File: config.mk
export PLATFORM = sky130hd
export DESIGN_NAME = cnn_mac_requant
export DESIGN_NICKNAME = d
export VERILOG_FILES = /design/src/rtl/cnn_mac_pkg.sv /design/src/rtl/cnn_requant_round_sat.sv /design/src/rtl/cnn_mac_requant.sv
export SDC_FILE = /design/constraint.sdc
export NUM_CORES = 1
export LEC_CHECK = 0
export BUFFER_PORTS_ARGS = -buffer_cell sky130_fd_sc_hd__buf_2
export CORE_ASPECT_RATIO = 0.5
export CORE_MARGIN = 2
export CORE_UTILIZATION = 30
export CTS_BUF_LIST = sky130_fd_sc_hd__clkbuf_8 sky130_fd_sc_hd__clkbuf_16
export CTS_CLUSTER_DIAMETER = 50
export DETAILED_ROUTE_END_ITERATION = 10
export HOLD_SLACK_MARGIN = 0.1
export PLACE_DENSITY = 0.47
export SYNTH_ARGS = -nofsm -noshare
export SYNTH_HDL_FRONTEND = slang
export SYNTH_HIERARCHICAL = 1
export SYNTH_SLANG_ARGS = --single-unit
File: constraint.sdc
create_clock -name clk -period 11.3 [get_ports clk]
set_input_delay 1.13 -clock clk [delete_from_list [all_inputs] [get_ports clk]]
set_output_delay 1.13 -clock clk [all_outputs]
set_load 0.02 [all_outputs]
File: src/rtl/cnn_mac_pkg.sv
`default_nettype none
// ============================================================================
// Module   : cnn_mac_pkg
// Brief    : Shared widths, state encoding and saturation limits for the
//            CNN MAC requantisation path.
// Revision : 1.0
// ============================================================================
package cnn_mac_pkg;

    localparam int PROD_WIDTH = 41;
    localparam int ACC_WIDTH  = 48;
    localparam int OUT_WIDTH  = 18;
    localparam int FRAC_SHIFT = 14;

    typedef enum logic [1:0] {
        IDLE  = 2'd0,
        ACCUM = 2'd1,
        ROUND = 2'd2,
        HOLD  = 2'd3
    } state_t;

    // Signed limits for the default accumulator and output widths
    localparam logic signed [ACC_WIDTH-1:0] ACC_MAX = {1'b0, {(ACC_WIDTH-1){1'b1}}};
    localparam logic signed [ACC_WIDTH-1:0] ACC_MIN = {1'b1, {(ACC_WIDTH-1){1'b0}}};
    localparam logic signed [OUT_WIDTH-1:0] OUT_MAX = {1'b0, {(OUT_WIDTH-1){1'b1}}};
    localparam logic signed [OUT_WIDTH-1:0] OUT_MIN = {1'b1, {(OUT_WIDTH-1){1'b0}}};

endpackage
`default_nettype wire

File: src/rtl/cnn_requant_round_sat.sv
`default_nettype none
// ============================================================================
// Module   : cnn_requant_round_sat
// Brief    : Combinational round-half-up, arithmetic right shift and clamp
//            of a wide accumulator down to the activation width.
// Revision : 1.0
// ============================================================================
module cnn_requant_round_sat #(
    parameter int ACC_WIDTH  = 48,
    parameter int OUT_WIDTH  = 18,
    parameter int FRAC_SHIFT = 14
) (
    input  logic signed [ACC_WIDTH-1:0] acc,
    output logic signed [OUT_WIDTH-1:0] data,
    output logic                        clamp_hit
);

    // One extra bit so adding the rounding constant can never wrap
    localparam logic signed [ACC_WIDTH:0] C_HALF =
        {{(ACC_WIDTH+1-FRAC_SHIFT){1'b0}}, 1'b1, {(FRAC_SHIFT-1){1'b0}}};
    localparam logic signed [ACC_WIDTH:0] C_OUT_MAX =
        {{(ACC_WIDTH+2-OUT_WIDTH){1'b0}}, {(OUT_WIDTH-1){1'b1}}};
    localparam logic signed [ACC_WIDTH:0] C_OUT_MIN = ~C_OUT_MAX;

    logic signed [ACC_WIDTH:0] w_rounded;
    logic signed [ACC_WIDTH:0] w_shifted;
    logic signed [ACC_WIDTH:0] w_clamped;

    // Round, shift, then clamp into the signed output range
    always_comb begin
        w_rounded = $signed({acc[ACC_WIDTH-1], acc}) + C_HALF;
        w_shifted = w_rounded >>> FRAC_SHIFT;
        clamp_hit = 1'b0;
        w_clamped = w_shifted;
        if (w_shifted > C_OUT_MAX) begin
            w_clamped = C_OUT_MAX;
            clamp_hit = 1'b1;
        end else if (w_shifted < C_OUT_MIN) begin
            w_clamped = C_OUT_MIN;
            clamp_hit = 1'b1;
        end
        data = OUT_WIDTH'(w_clamped);
    end

endmodule
`default_nettype wire

File: src/rtl/cnn_mac_requant.sv
`default_nettype none
// ============================================================================
// Module   : cnn_mac_requant
// Brief    : Accumulates a window of signed DSP products plus an aligned
//            bias, then requantises to the activation format on a
//            valid/ready output.
// Revision : 1.0
// ============================================================================
module cnn_mac_requant #(
    parameter int PROD_WIDTH = cnn_mac_pkg::PROD_WIDTH,
    parameter int ACC_WIDTH  = cnn_mac_pkg::ACC_WIDTH,
    parameter int OUT_WIDTH  = cnn_mac_pkg::OUT_WIDTH,
    parameter int FRAC_SHIFT = cnn_mac_pkg::FRAC_SHIFT
) (
    input  logic                  clk,
    input  logic                  reset,
    input  logic                  ce,
    input  logic                  prod_valid,
    output logic                  prod_ready,
    input  logic [PROD_WIDTH-1:0] prod_data,
    input  logic                  prod_last,
    input  logic [OUT_WIDTH-1:0]  bias,
    output logic                  out_valid,
    input  logic                  out_ready,
    output logic [OUT_WIDTH-1:0]  out_data,
    output logic                  out_sat,
    output logic                  busy
);

    import cnn_mac_pkg::*;

    localparam logic [ACC_WIDTH-1:0] C_ACC_MAX = {1'b0, {(ACC_WIDTH-1){1'b1}}};
    localparam logic [ACC_WIDTH-1:0] C_ACC_MIN = {1'b1, {(ACC_WIDTH-1){1'b0}}};

    state_t                 r_state;
    state_t                 w_state_next;
    logic [ACC_WIDTH-1:0]   r_acc;
    logic                   r_sticky;
    logic [OUT_WIDTH-1:0]   r_out_data;
    logic                   r_out_sat;

    logic                   w_accept;
    logic [ACC_WIDTH-1:0]   w_bias_aligned;
    logic [ACC_WIDTH-1:0]   w_base;
    logic [ACC_WIDTH:0]     w_sum;
    logic                   w_ovf;
    logic [ACC_WIDTH-1:0]   w_acc_next;
    logic signed [OUT_WIDTH-1:0] w_rq_data;
    logic                   w_rq_clamp;

    assign prod_ready = (r_state == IDLE) || (r_state == ACCUM);
    assign out_valid  = (r_state == HOLD);
    assign busy       = (r_state != IDLE);
    assign out_data   = r_out_data;
    assign out_sat    = r_out_sat;
    assign w_accept   = ce & prod_valid & prod_ready;

    // Saturating add; the first beat of a window starts from the aligned bias,
    // which cannot overflow the accumulator on its own
    always_comb begin
        w_bias_aligned = {{(ACC_WIDTH-OUT_WIDTH-FRAC_SHIFT){bias[OUT_WIDTH-1]}},
                          bias, {FRAC_SHIFT{1'b0}}};
        w_base = (r_state == IDLE) ? w_bias_aligned : r_acc;
        w_sum  = {w_base[ACC_WIDTH-1], w_base}
               + {{(ACC_WIDTH+1-PROD_WIDTH){prod_data[PROD_WIDTH-1]}}, prod_data};
        w_ovf  = w_sum[ACC_WIDTH] ^ w_sum[ACC_WIDTH-1];
        if (w_ovf) begin
            w_acc_next = w_sum[ACC_WIDTH] ? C_ACC_MIN : C_ACC_MAX;
        end else begin
            w_acc_next = w_sum[ACC_WIDTH-1:0];
        end
    end

    cnn_requant_round_sat #(
        .ACC_WIDTH  (ACC_WIDTH),
        .OUT_WIDTH  (OUT_WIDTH),
        .FRAC_SHIFT (FRAC_SHIFT)
    ) u_round_sat (
        .acc       ($signed(r_acc)),
        .data      (w_rq_data),
        .clamp_hit (w_rq_clamp)
    );

    // Next-state logic for the window / result handshake
    always_comb begin
        w_state_next = r_state;
        case (r_state)
            IDLE, ACCUM: begin
                if (w_accept) begin
                    w_state_next = prod_last ? ROUND : ACCUM;
                end
            end
            ROUND: w_state_next = HOLD;
            HOLD: begin
                if (out_ready) begin
                    w_state_next = IDLE;
                end
            end
            default: w_state_next = IDLE;
        endcase
    end

    // State register, frozen while ce is low
    always_ff @(posedge clk) begin
        if (reset) begin
            r_state <= IDLE;
        end else if (ce) begin
            r_state <= w_state_next;
        end
    end

    // Accumulator, sticky saturation flag and captured result
    always_ff @(posedge clk) begin
        if (reset) begin
            r_acc      <= '0;
            r_sticky   <= 1'b0;
            r_out_data <= '0;
            r_out_sat  <= 1'b0;
        end else if (ce) begin
            if (w_accept) begin
                r_acc    <= w_acc_next;
                r_sticky <= ((r_state == IDLE) ? 1'b0 : r_sticky) | w_ovf;
            end
            if (r_state == ROUND) begin
                r_out_data <= w_rq_data;
                r_out_sat  <= r_sticky | w_rq_clamp;
            end
        end
    end

endmodule
`default_nettype wire

==> impl_results.md, run 1 <==
* Status: completed
* Crit path buf inv count at 4
* CP delay by family, top: compound AO/OA/AOI/OAI gates
* Synthesized flop and latch total at 70
* GRT overflow at 0
* YS warnings at 6
* Worst Tran Pin Value at between 1 and 1.5 ns
* I/O pin count at 87
* Sink Count at 70
* Final min period at approximately 5.6 ns
* Clock Pin Slew Worst Setup and Hold Paths at around 0.060 ns
* EDFF count, synth at 0
* Final Max Slew Viols at 0
* Register Area at approximately 1400 µm²
* Max-Cap Viols at 0
* Tightest Hold Check Type: register to register
* Die area at approximately 27000 µm²
* Area growth from synthesis to layout at 11.92%
* Htree depth at 3
* Pre-CTS setup slack at approximately 5.7 ns
* Syn_nets at between 1000 and 1500
* Netlist cell types at 74
* Mapped Cells at 982
* Slowest-stage cell, CP: xnor2_4
* Routed len/inst at between 15 and 20 µm
* Sum Neg Setup Slack at 0 ns
* Dpl hpwl at 17630 µm
* Worst stage delay on the critical path at 0.71 ns
* Leak pwr at roughly 3.5 nW
* Vias/cell at ~5.2
* Number of antenna-violating nets in the routed design at 0
* Ys flop type: dfxtp_1
* Global-route wire length before repair at approximately 37000 µm
* CTS tree: yes
* Post-Syn Area at 7621 µm²
* Synth area leader: dfxtp_1
* DR pass1 iterations at 5
* Residual DRC at 0
* Finish-stage setup viols at 0
* Largest net degree at the start of global routing at 71
* Stages on the worst setup path at 17
* Top-area cell type share of the netlist area at 0.1839
* Hold Path Depth at 2
* TritonCTS buffer count at 9
* Clock insertion delay at the later pin of the skew report at ~0.35 ns
* Fin crit share at 0.4958
* RSZ-0062 raised after global routing: no
* Via count at just over 7000
* Post-synth ARST share at 0
* Final WL at roughly 23000 µm
* Starting Density at 0.3038
* Chip height at 116.7 µm
* Post-synth top cells: 134 x nand2_1, 95 x a21oi_1, 70 x dfxtp_1, 70 x nor2_1, 50 x ha_1
* Max FO, Critical Path at between 40 and 50
* Area of the multi-input gates at between 5000 and 6000 µm²
* Cts repair resizes at 0
* Layout cells sized above 1 at 0.2151
* Fill cells at ~2700
* Worst Slack Setup Final at around 5.7 ns
* Post-Syn Area per Cell at approximately 7.8 µm²
* Antenna violations before repair at 0
* Hold buffer count at CTS at 0
* Final Total Pwr at 1.136 mW
* Max VDD drop at ~0.077 mV
* CP endpoint kind: register
* FF-to-FF Start: r_state[0]
* Pwr Density at between 100 and 150 nW/µm²
* Vias in the first global route at just under 7000
* Reg2Reg Depth at 17
* Max Buffers Root-to-Sink at 2
* GR Util All Layers at 0.1743
* Final Hold Fails at 0
* Fmax at 178.5 MHz
* Max Clock Skew at approximately 0.0051 ns
* Post-Place Cell Area at between 8000 and 9000 µm²
* Hold path start: out_data[15]
* Row count at 41
* Post-CTS setup buffer count at 0
* N_diodes at 0
* CP Cell Sequence: nor2_2, inv_1, buf_4, nand2_1, inv_1, ha_1, a211o_1, a211o_1, nand4b_1, a211oi_2, o41ai_4, o2111ai_1, and2_1, xnor2_4, buf_4, maj3_2, a211oi_2
* Critical path launch point: r_state[0]
* Critical Path AT at between 5 and 6 ns
* Ranking of synthesized cells by area: dfxtp_1 18%, ha_1 8.2%, a211oi_2 7.4%, nand2_1 6.6%, maj3_2 6.4%
* Sequential-to-total area share from yosys stat at 0.1839
* Max_slew headroom at 0.1742
* Most instantiated library cell after synthesis: nand2_1
* Initial DRC Count at approximately 420
* Final net count at ~1100
* Crit start category: register
* Design area at about 8500 µm²
* Core area at around 25000 µm²
* # port buffers at 86
* Critical path type: register to register
* Die width at approximately 230 µm
* GP Congestion at slightly above 0.8
* WP data required at 11.49 ns
* Post-layout util at 0.3400
* Root Driver: clkbuf_16
[sequential cells by signal, summed over array words and instances (netlist names)]
register,count
r_sticky,1
r_state,2
out_sat,1
r_acc,48
out_data,18
[through the flow]
| step | instances | hold WS, ns |
|---|---|---|
| 2_1_floorplan | 982 | 0.4530 |
| 3_3_place_gp | 1352 | 0.4439 |
| 3_5_place_dp | 1352 | 0.4430 |
| 4_1_cts | 1367 | 0.4517 |
| 5_1_grt | 1367 | 0.4745 |
| 6_report | 1367 | 0.4498 |
[power by group]
part	switching, mW	total, mW	internal [mW]	leakage [nW]
registers	0.0318	0.299	0.267	0.574
logic	0.298	0.518	0.220	2.76
clock network	0.126	0.319	0.192	0.155
total	0.456	1.14	0.679	3.48
[final cells by class]
cell class              instances  share of cell area
multi-input cells             824              0.6842
flip-flops and latches         70              0.1643
repair buffers                 89             0.05340
well taps                     344             0.05046
clock buffers                   9             0.02640
inverters                      25             0.01100
clock inverters                 6             0.01027
[worst paths after layout]
| check | slack [ns] | to |
|---|---|---|
| worst max-delay path | 5.70 | r_acc[1] |
| worst max register to register | 5.70 | r_acc[1] |
| worst min-delay path | 0.45 | out_data[15] |
| worst min register to register | 0.45 | out_data[15] |
[logic make-up after synthesis]
logic type                 after synthesis  share of synthesized area
and+or+nand+nor                        352                     0.2275
xor gates and xnor gates                73                    0.08488
adders and majority gates               94                     0.1483
DFF                                     70                     0.1839
AOI/OAI and AO/OA                      305                     0.3019
buffers and inverters                   88                    0.05352
[worst reg2reg max path: stages, from the launching register on]
cell       delay (ns)
dfxtp_1          0.37
nor2_2           0.67
inv_1            0.09
buf_4            0.34
nand2_1          0.20
inv_1            0.06
ha_1             0.29
a211o_1          0.33
a211o_1          0.37
nand4b_1         0.15
a211oi_2         0.12
o41ai_4          0.55
o2111ai_1        0.18
and2_1           0.21
xnor2_4          0.71
buf_4            0.47
maj3_2           0.29
a211oi_2         0.06
[metal layers]
layer / track usage / routed length (µm) / up-vias
met1: 0.2468 / 11980 / 3358
met3: 0.02368 / 793 / 18
met5: 0 / 0 / -
met4: 0.04632 / 273 / 0
li1: - / - / 3662
met2: 0.2790 / 10240 / 123
[cell usage in the layout, fill, tap and decap left out, types with 15 or more instances in the layout]
cell type and n:
a211oi_2 45, a21o_1 44, a21oi_1 95, a31oi_1 16, and2_1 20, buf_2 85
dfxtp_1 70, ha_1 50, inv_1 25, maj3_2 43, nand2_1 134, nand3_1 30
nand4_1 22, nor2_1 69, nor3_1 15, o21ai_0 28, o21bai_1 16, xnor2_1 33
xor2_1 39
No activity file was read; power rests on OpenSTA's default activity.
==> inputs of run 2 (changes only) <==
--- a/config.mk
+++ b/config.mk
@@ -5,6 +5,7 @@
 export SDC_FILE = /design/constraint.sdc
 export NUM_CORES = 1
 export LEC_CHECK = 0
+export ABC_AREA = 1
 export BUFFER_PORTS_ARGS = -buffer_cell sky130_fd_sc_hd__buf_2
 export CORE_ASPECT_RATIO = 0.5
 export CORE_MARGIN = 2
@@ -13,7 +14,7 @@
 export CTS_CLUSTER_DIAMETER = 50
 export DETAILED_ROUTE_END_ITERATION = 10
 export HOLD_SLACK_MARGIN = 0.1
-export PLACE_DENSITY = 0.47
+export PLACE_DENSITY = 0.48
 export SYNTH_ARGS = -nofsm -noshare
 export SYNTH_HDL_FRONTEND = slang
 export SYNTH_HIERARCHICAL = 1
==> constraint.sdc (replaced) <==
create_clock -name clk -period 5.1 [get_ports clk]
set_input_delay 0.51 -clock clk [delete_from_list [all_inputs] [get_ports clk]]
set_output_delay 0.51 -clock clk [all_outputs]
set_load 0.02 [all_outputs]
==> impl_results.md, run 2 <==
* Dpl hpwl at 25230 µm (+43%)
* Max FO, Critical Path at 24 (-51%)
* Core area at 26750 µm² (+6.6%)
* Slowest-stage cell, CP: nor2_4
* Pwr Density at 269.9 nW/µm² (+100%)
* Vias in the first global route at 8576 (+27%)
* Residual DRC at 0 (unchanged)
* Max_slew headroom at 0.5135 (+0.3393)
* Hold Path Depth at 2 (unchanged)
* Area growth from synthesis to layout at 12.50%
* Antenna violations before repair at 0 (unchanged)
* Chip height at 121.3 µm (+3.9%)
* Top-area cell type share of the netlist area at 0.2134 (+0.02953)
* Max-Cap Viols at 0 (unchanged)
* Most instantiated library cell after synthesis: nand2_1
* Initial DRC Count at 808 (+91%)
* Area of the multi-input gates at 6027 µm² (+3.3%)
* Post-synth ARST share at 0 (unchanged)
* Final min period at 3.820 ns (-1.783 ns)
* GRT overflow at 0 (unchanged)
* I/O pin count at 87 (unchanged)
* CP delay by family, top: simple AND/OR/NAND/NOR gates
* Routed len/inst at 16.09 µm (-5.5%)
* Max Buffers Root-to-Sink at 2 (unchanged)
* Global-route wire length before repair at 48320 µm (+30%)
* Final net count at 1632 (+44%)
* Flip-flop count of the largest register after layout at 48 (unchanged)
* Final Hold Fails at 0 (unchanged)
* Tightest Hold Check Type: input port to register
* TritonCTS buffer count at 9 (unchanged)
* Clock Pin Slew Worst Setup and Hold Paths at 0.06 ns (about the same)
* Final Non-Filler Cells at 1874 (+37%)
* Layout cells sized above 1 at 0.1262 (-0.08882)
* Post-CTS setup buffer count at 0 (unchanged)
* Largest net degree at the start of global routing at 49 (-31%)
* Register Area at 1401 µm² (unchanged)
* Worst stage delay on the critical path at 0.43 ns (-0.28 ns)
* Starting Density at 0.3084 (+0.004596)
* CP Cell Sequence: nor2_4, inv_1, buf_4, nor2_1, buf_4, nor2_1, ha_1, nand2_1, inv_1, nand2_1, nor2_1, nand2_1, nor2_1, nand2_1, nand4_1, nand2_2, a21oi_4, buf_4, a21oi_1
* EDFF count, synth at 0 (unchanged)
* Ys flop type: dfxtp_1
* Cts repair resizes at 0 (unchanged)
* GR Util All Layers at 0.2176 (+0.04331)
* Ranking of synthesized cells by area: nand2_1 21%, dfxtp_1 17%, nor2_1 9.8%, ha_1 7.6%, inv_1 7.3%
* Finish-stage setup viols at 0 (unchanged)
* Synth area leader: nand2_1
* Most frequent cells in the layout: 469 x nand2_1, 213 x nor2_1, 161 x inv_1
* GP Congestion at 0.9687 (+18%)
* Cell total after placement at 1857 (+37%)
* Sequential-to-total area share from yosys stat at 0.1699 (-0.01400)
* # port buffers at 86 (unchanged)
* Reg2reg setup slack at 1.28 ns (-4.42 ns)
* Worst Tran Pin Value at 0.7221 ns (-0.5053 ns)
* Crit path buf inv count at 5 (+1)
* Hold buffer count at CTS at 0 (unchanged)
* Row count at 42 (+2.4%)
* Vias/cell at 4.879 (-6.9%)
* Final WL at 30160 µm (+29%)
* Reg2Reg Depth at 19 (+2)
* Post-Place Cell Area at 8994 µm² (+9.5%)
* Htree depth at 3 (unchanged)
* RSZ-0062 raised after global routing: no
* Syn_nets at 1559 (+42%)
* Number of antenna-violating nets in the routed design at 0 (unchanged)
* Crit start category: register
* Post-Syn Area per Cell at 5.717 µm² (-26%)
* Clock insertion delay at the later pin of the skew report at 0.36 ns (about the same)
* YS warnings at 6 (unchanged)
* Sum Neg Setup Slack at 0 ns (unchanged)
* Fmax at 261.8 MHz (+47%)
* Synthesized flop and latch total at 70 (unchanged)
* Mapped Cells at 1443 (+47%)
* Critical path type: register to register
* Die area at 28920 µm² (+8.0%)
* Netlist cell types at 45 (-39%)
* CP endpoint kind: register
* Post-synth top cells: 469 x nand2_1, 215 x nor2_1, 161 x inv_1
* Root Driver: clkbuf_16
* WP data required at 5.33 ns (-6.16 ns)
* Critical Path AT at 4.05 ns (-1.74 ns)
* Max VDD drop at 0.1759 mV (+130%)
* Fin crit share at 0.7490 (+0.2532)
* Max Clock Skew at 0.009780 ns (+0.004708 ns)
* Leak pwr at 4.487 nW (+29%)
* Commonest non-fill, non-tap cell in the layout: nand2_1
* Top reg by flops: r_acc
* Stages on the worst setup path at 19 (+2)
* Design area at 9280 µm² (+8.8%)
* Sink Count at 70 (unchanged)
* Post-Syn Area at 8249 µm² (+8.2%)
* Fill cells at 3087 (+15%)
* Via count at 9144 (+28%)
* DR pass1 iterations at 7 (+2)
* Status: completed
* Final Max Slew Viols at 0 (unchanged)
* CTS tree: yes
* Die width at 238.5 µm (+4.0%)
## run 2: report_power, final
part	internal, mW	switching, mW	total [mW]
registers	0.595	0.0710	0.666
clock network	0.344	0.287	0.631
logic	0.390	0.818	1.21
total	1.33	1.18	2.51
## run 2: worst paths after layout
kind / from / to
max: r_state[1] / r_acc[11]
min: reset / r_acc[20]
max reg2reg: r_state[1] / r_acc[11]
min reg2reg: out_sat / out_sat
## run 2: worst register-to-register path: cells and delay by family (launching register included)
family / cells / cell delay, ns
fa+ha+maj: 1 / 0.39
simple gates: 11 / 1.66
compound gates: 2 / 0.27
buf+inv: 5 / 0.98
flops: 1 / 0.37
## run 2: metal layers
layer,vias up,global-route usage,share of wire
met5,-,0,0
met4,0,0.04570,0.012
met3,24,0.03116,0.055
met2,229,0.3375,0.43
met1,4143,0.3185,0.51
li1,4748,-,-
## run 2: cell families (layout without fill, tap and decap cells)
| group | Yosys count | count (layout) | share of synthesized area |
|---|---|---|---|
| AOI/OAI and AO/OA | 236 | 236 | 0.1679 |
| xor gates and xnor gates | 53 | 53 | 0.05627 |
| buffers and inverters | 199 | 277 | 0.1007 |
| other | 0 | 1 | 0 |
| adders and majority gates | 51 | 51 | 0.07826 |
| DFF | 70 | 70 | 0.1699 |
| and+or+nand+nor | 834 | 834 | 0.4270 |
## run 2: per-stage QoR
| step | power [mW] | worst slack (ns) | utilization | hold slack, ns |
|---|---|---|---|---|
| after floorplan | 1.524 | 2.069 | - | 0.4443 |
| after global placement | 1.867 | 1.385 | 0.3362 | 0.4526 |
| after detailed placement | 1.868 | 1.337 | 0.3362 | 0.4571 |
| after CTS | 2.522 | 1.317 | 0.3469 | 0.3776 |
| after global routing | 2.702 | 0.9628 | 0.3469 | 0.3994 |
| final | 2.505 | 1.280 | 0.3469 | 0.4009 |
## run 2: final cells by class
type | count | share of cell area
antenna | 1 | 0.0002697
clock buffer | 10 | 0.02575
clock inverter | 6 | 0.004854
inverter | 165 | 0.06674
multi-input combinational | 1174 | 0.6495
sequential | 70 | 0.1510
tap | 352 | 0.04746
timing repair buffer | 96 | 0.05447
